===== src/rtl/seven_seg_pkg.sv =====
// Shared types, constants and polarity helper for the seven-segment scan controller.
// Pure declarations; no timing or flow control.
package seven_seg_pkg;

    typedef enum logic {
        BLANK = 1'b0,
        DRIVE = 1'b1
    } scan_state_t;

    localparam logic [6:0] SEG_OFF_HIGH = 7'h00;
    localparam logic [6:0] SEG_ALL      = 7'h7F;

    function automatic logic [6:0] seg_polarity(input logic [6:0] seg, input logic active_low);
        return active_low ? ~seg : seg;
    endfunction

endpackage


===== src/rtl/seven_segment_scan_ctrl_hex.sv =====
// Hex nibble to active-high a..g segment decoder (bit 6 = a).
// Combinational, zero latency, no flow control.
module Seven_Segment_Display_Hex
    import seven_seg_pkg::*;
(
    input  logic [3:0] hex,
    output logic [6:0] seg
);

    always_comb begin
        seg = SEG_OFF_HIGH;
        case (hex)
            4'h0: seg = 7'h7E;
            4'h1: seg = 7'h30;
            4'h2: seg = 7'h6D;
            4'h3: seg = 7'h79;
            4'h4: seg = 7'h33;
            4'h5: seg = 7'h5B;
            4'h6: seg = 7'h5F;
            4'h7: seg = 7'h70;
            4'h8: seg = SEG_ALL;
            4'h9: seg = 7'h7B;
            4'hA: seg = 7'h77;
            4'hB: seg = 7'h1F;
            4'hC: seg = 7'h4E;
            4'hD: seg = 7'h3D;
            4'hE: seg = 7'h4F;
            4'hF: seg = 7'h47;
            default: seg = SEG_OFF_HIGH;
        endcase
    end

endmodule


===== src/rtl/seven_segment_scan_ctrl.sv =====
// Time-multiplexed N-digit seven-segment scanner with dead time and frame-aligned updates.
// Pins are registered one cycle behind the scan state; load is always accepted (no backpressure).
module seven_segment_scan_ctrl
    import seven_seg_pkg::*;
#(
    parameter int NUM_DIGITS     = 4,
    parameter int REFRESH_DIV    = 100000,
    parameter int BLANK_CYCLES   = 16,
    parameter bit SEG_ACTIVE_LOW = 1'b1,
    parameter bit AN_ACTIVE_LOW  = 1'b1
)
(
    input  logic                    clk,
    input  logic                    rst_n,
    input  logic                    load,
    input  logic [4*NUM_DIGITS-1:0] data_in,
    input  logic [NUM_DIGITS-1:0]   dp_in,
    input  logic [NUM_DIGITS-1:0]   blank_in,
    output logic [6:0]              seg,
    output logic                    dp,
    output logic [NUM_DIGITS-1:0]   an,
    output logic                    frame_tick
);

    localparam int CNT_MAX = (REFRESH_DIV > BLANK_CYCLES) ? REFRESH_DIV : BLANK_CYCLES;
    localparam int CW      = (CNT_MAX > 1) ? $clog2(CNT_MAX) : 1;
    localparam int IW      = (NUM_DIGITS > 1) ? $clog2(NUM_DIGITS) : 1;

    localparam logic [CW-1:0]         R_LAST   = CW'(REFRESH_DIV - 1);
    localparam logic [CW-1:0]         B_LAST   = CW'(BLANK_CYCLES - 1);
    localparam logic [IW-1:0]         IDX_LAST = IW'(NUM_DIGITS - 1);
    localparam logic [NUM_DIGITS-1:0] AN_ONE   = NUM_DIGITS'(1);
    localparam logic [NUM_DIGITS-1:0] AN_OFF   = {NUM_DIGITS{AN_ACTIVE_LOW}};

    scan_state_t             state;
    logic [CW-1:0]           cnt;
    logic [IW-1:0]           idx;

    logic [4*NUM_DIGITS-1:0] disp_data, pend_data;
    logic [NUM_DIGITS-1:0]   disp_dp, pend_dp;
    logic [NUM_DIGITS-1:0]   disp_blank, pend_blank;
    logic                    pend_valid;

    logic [3:0]              cur_nib;
    logic                    cur_dp;
    logic                    cur_blank;
    logic [6:0]              dec_seg;
    logic                    commit;

    always_comb begin
        cur_nib   = '0;
        cur_dp    = 1'b0;
        cur_blank = 1'b0;
        for (int k = 0; k < NUM_DIGITS; k++) begin
            if (idx == IW'(k)) begin
                cur_nib   = disp_data[4*k +: 4];
                cur_dp    = disp_dp[k];
                cur_blank = disp_blank[k];
            end
        end
    end

    Seven_Segment_Display_Hex u_dec (
        .hex (cur_nib),
        .seg (dec_seg)
    );

    // Frame boundary: last cycle of the last digit's drive slot.
    assign commit = (state == DRIVE) && (cnt == R_LAST) && (idx == IDX_LAST);

    always_ff @(posedge clk or negedge rst_n) begin
        if (!rst_n) begin
            state      <= BLANK;
            cnt        <= '0;
            idx        <= '0;
            disp_data  <= '0;
            disp_dp    <= '0;
            disp_blank <= '0;
            pend_data  <= '0;
            pend_dp    <= '0;
            pend_blank <= '0;
            pend_valid <= 1'b0;
            an         <= AN_OFF;
            seg        <= seg_polarity(SEG_OFF_HIGH, SEG_ACTIVE_LOW);
            dp         <= SEG_ACTIVE_LOW;
            frame_tick <= 1'b0;
        end else begin
            frame_tick <= (state == BLANK) && (cnt == '0) && (idx == '0);
            if (state == DRIVE) begin
                an  <= AN_OFF ^ (cur_blank ? '0 : (AN_ONE << idx));
                seg <= seg_polarity(dec_seg, SEG_ACTIVE_LOW);
                dp  <= cur_dp ^ SEG_ACTIVE_LOW;
            end else begin
                an  <= AN_OFF;
                seg <= seg_polarity(SEG_OFF_HIGH, SEG_ACTIVE_LOW);
                dp  <= SEG_ACTIVE_LOW;
            end

            case (state)
                BLANK: begin
                    if (cnt == B_LAST) begin
                        state <= DRIVE;
                        cnt   <= '0;
                    end else begin
                        cnt <= cnt + 1'b1;
                    end
                end
                DRIVE: begin
                    if (cnt == R_LAST) begin
                        state <= BLANK;
                        cnt   <= '0;
                        idx   <= (idx == IDX_LAST) ? '0 : idx + 1'b1;
                    end else begin
                        cnt <= cnt + 1'b1;
                    end
                end
                default: begin
                    state <= BLANK;
                    cnt   <= '0;
                end
            endcase

            // A load coinciding with the boundary bypasses the pending set.
            if (commit && load) begin
                disp_data  <= data_in;
                disp_dp    <= dp_in;
                disp_blank <= blank_in;
                pend_valid <= 1'b0;
            end else if (commit && pend_valid) begin
                disp_data  <= pend_data;
                disp_dp    <= pend_dp;
                disp_blank <= pend_blank;
                pend_valid <= 1'b0;
            end else if (load) begin
                pend_data  <= data_in;
                pend_dp    <= dp_in;
                pend_blank <= blank_in;
                pend_valid <= 1'b1;
            end
        end
    end

endmodule


===== config.mk =====
export PLATFORM = sky130hd
export DESIGN_NAME = seven_segment_scan_ctrl
export DESIGN_NICKNAME = d
export VERILOG_FILES = /design/src/rtl/seven_seg_pkg.sv /design/src/rtl/seven_segment_scan_ctrl_hex.sv /design/src/rtl/seven_segment_scan_ctrl.sv
export SDC_FILE = /design/constraint.sdc
export NUM_CORES = 1
export LEC_CHECK = 0
export BUFFER_PORTS_ARGS = -buffer_cell sky130_fd_sc_hd__buf_2
export CORE_MARGIN = 3
export CORE_UTILIZATION = 45
export DETAILED_ROUTE_END_ITERATION = 16
export PLACE_DENSITY_LB_ADDON = 0.12
export SYNTH_ARGS = -nofsm -noshare
export SYNTH_HDL_FRONTEND = slang
export SYNTH_HIERARCHICAL = 1
export SYNTH_SLANG_ARGS = --single-unit

===== constraint.sdc =====
create_clock -name clk -period 2.6 [get_ports clk]
set_input_delay 0.65 -clock clk [delete_from_list [all_inputs] [get_ports clk]]
set_output_delay 0.65 -clock clk [all_outputs]
set_load 0.02 [all_outputs]

==> impl_metrics.yaml <==
placed_design:
  gp_congestion: 0.860
  port_buffers: 39
  placedInstanceArea_um2: 4550
  dp.final_hpwl_mm: 5.99
setup_path:
  critPathMostFrequentCell: "inv_1"
  crit_path_max_fanout: 5
  worst_path_largest_cell_delay_ns: 0.44
  critical_path.endpoint_type: "flop"
  timing.setup.critical_path_class: "flop to flop"
  critical_path.slowest_cell: "mux4_2"
  startpoint_type: "flop"
  worst-endpoint-required_ns: 2.91
  timing.critical_path.arrival_ns: 2.78
  crit_path_cell_trace: "inv_1 -> ha_1 -> nor2b_2 -> a221oi_2 -> a211o_1 -> nand2_1 -> inv_1 -> ha_2 -> inv_1 -> mux4_2 -> nand2_1"
routing:
  detail-route-antenna-nets: 0
  drt_iter0_drc: 65
  route.detailed.vias_per_inst: 5.48
  top_routing_layer_in_use: "met4"
  totalWireLength_mm: 8.56
  drt_first_pass_iters: 4
  met1_length_mm: 4.18
  routed-via-count: 3037
  wl_met2_mm: 3.97
  met3RoutedLength_um: 268
  wire_per_inst_um: 15.5
  post-route-drc-count: 0
clock_network:
  clock-root-buffer: "clkbuf_8"
  cts-htree-levels: 3
  cts_tree: "done"
  cts-buffers-inserted: 9
  clock_latency_of_the_later_clocked_register_in_the_worst_skew_pair_ns: 0.36
  numClockSinks: 82
  cts.clk_slew.worst_paths_ns: 0.09
  cts_max_path_buffers: 2
  cts_post_setup_buffers_inserted: 0
floorplan:
  die_area_um2: 10600
  placeableCoreArea_um2: 8930
  chipWidth_um: 103
  floorplan.die.height_um: 103
  std_cell_rows: 34
  io-pin-count: 40
  floorplan.initialDensity_pct: 47.3
timing:
  tightestPinTransition_ns: 0.852
  clock-skew-final_ns: 0.00999
  setup_tns_ns: 0
  finalHoldViolations: 0
  post-route-min-period_ns: 2.48
  rsz_0062_raised_after_global_routing: "no"
  final-max-slew-violation-count: 0
  fmaxAchievable_mhz: 404
  final-setup-viol-count: 0
  worst_slew_margin_rel_pct: 43.2
  final_min_period_over_clock_period_pct: 95.3
hold_path:
  worstHoldPathType: "input port to asynchronous set/reset pin"
run:
  max-cap-violations: 0
global_routing:
  grt_start_max_net_pins: 50
  globalRouteTotalUtil_pct: 17.9
  grt_pass1_vias: 2997
  final_global_route_overflow_total: 0
  grt_antenna_before_repair: 0
  global_route_wire_length_before_repair_mm: 14.9
logic_synthesis:
  async_reset_ff_share_pct: 100
  syn_area_per_cell_um2: 10.5
  yosys_most_used_dff: "dfrtp_1"
  synth_edf_count: 0
  netlist_area_um2: 4220
  yosysSeqAreaShare_pct: 48.9
  synth_largest_area_cell: "dfrtp_1"
  yosys.cell_types.count: 52
  postSynthCellCount: 402
  synthesized_net_count: 442
  synth_top_cell_area_share_pct: 41.5
  ys.warnings.count: 6
  synth_seq_cells: 82
  synth_commonest_cells: "70 x dfrtp_1, 54 x nand2_1, 28 x inv_1, 26 x mux2_2, 21 x a21oi_1"
  main_area_contributors_after_synthesis: "dfrtp_1 41%, dfstp_2 7.5%, mux2_2 6.9%"
  most_common_cell_in_the_synthesized_netlist: "dfrtp_1"
power_and_ir_drop:
  leakagePower_nw: 2.17
  ir_worst_vdd_mv: 0.280
  powerDensity_nw_per_um2: 544
cells_and_area:
  final_net_count: 481
  drive_above_1_share_pct: 27.6
  syn2layout_area_growth_pct: 13.0
  final.fill_count: 839
  post-route-cell-area_um2: 4770
  final_core_utilization_pct: 53.4
  antenna_cells: 0
status:
  outcome: "complete, no violations"
-- kinds of logic (layout without fill, tap and decap cells) --
group           after synthesis  in the layout  share of synthesized area, %
compound gates               83             83                          13.7
xor+xnor                     12             12                          2.49
fa+ha+maj                    13             13                          3.85
buf+inv                      55             99                          6.10
flops                        82             82                          48.9
mux                          32             32                          8.74
simple gates                125            125                          16.2
-- sequential cells by signal, summed over array words and instances (netlist names) --
signal	flops
an	4
cnt	17
disp_blank	4
disp_data	16
disp_dp	4
dp	1
frame_tick	1
idx	2
pend_blank	4
pend_data	16
pend_dp	4
pend_valid	1
seg	7
state	1
-- placed cells by master (no fill, tap or decap), types with 3 or more instances in the layout --
cell      instances
buf_4            14
dfstp_2          12
a21oi_1          21
mux2_1            3
ha_1             11
nor2b_1           4
nor2_1           16
dfrtp_1          70
nand2_1          53
nand4_1           9
o21ai_0          11
o31ai_1           4
o22ai_1          16
xor2_1            7
o211ai_1          8
inv_1            28
o31a_1            8
clkinv_4          3
a221oi_1          4
buf_2            38
mux2_2           26
clkbuf_8          9
nand2b_1          3
and3b_1          15
nand3_1           4
xnor2_1           5
-- stage by stage --
stage	power, mW	std cells	setup slack (ns)	hold WS [ns]
final	2.60	554	0.123	0.229
after global routing	2.72	554	0.00831	0.251
after CTS	2.63	554	0.0189	0.243
after detailed placement	1.65	538	0.0471	0.462
after global placement	1.64	538	0.221	0.462
after floorplan	1.55	402	0.134	0.354
-- worst max-delay path: cells and delay by family (launching register included) --
family	cells	cell delay, ns
DFF	1	0.42
adders and majority gates	2	0.47
muxes	1	0.44
and+or+nand+nor	3	0.36
AOI/OAI and AO/OA	2	0.42
buffers and inverters	3	0.31
-- worst paths after layout --
| check | start | to | slack, ns | cells after the start |
|---|---|---|---|---|
| min in group clk | cnt[0]$_DFF_PN0_ | cnt[0]$_DFF_PN0_ | 0.49 | 1 |
| worst max-delay path | idx[0]$_DFFE_PN0P_ | seg[3]$_DFF_PN1_ | 0.12 | 11 |
| worst min-delay path | rst_n | cnt[6]$_DFF_PN0_ | 0.23 | 1 |
| max in group asynchronous | rst_n | an[2]$_DFF_PN1_ | 1.70 | 2 |
| worst max register to register | idx[0]$_DFFE_PN0P_ | seg[3]$_DFF_PN1_ | 0.12 | 11 |
| worst min register to register | cnt[0]$_DFF_PN0_ | cnt[0]$_DFF_PN0_ | 0.49 | 1 |
-- final cells by class --
cell class                      instances  area [µm²]  share of cell area (%)
Inverter                               29         111                    2.33
Multi-Input combinational cell        265        1910                    40.1
Clock buffer                            9         124                    2.60
Timing Repair Buffer                   54         335                    7.03
Tap cell                              108         135                    2.83
Clock inverter                          7        85.1                    1.78
Sequential cell                        82        2070                    43.3
-- where the power goes --
part           internal (mW)  switching, mW  total (mW)
combinational          0.119          0.131       0.250
sequential              1.34         0.0285        1.37
clock                  0.462          0.514       0.977
-- layer usage --
layer  vias to the layer above  GRT usage (%)
li1                       1494              -
met1                      1490           25.7
met2                        41           26.7
met3                        12           3.52
met4                         0           7.17
met5                         -              0
-- repair_timing --
action | in CTS | in global routing
hold buffers | 0 | 0
endpoints found under the setup margin | 0 | 3
resized for setup | 0 | 5
Note: power is estimated with default switching activity, not from simulation.
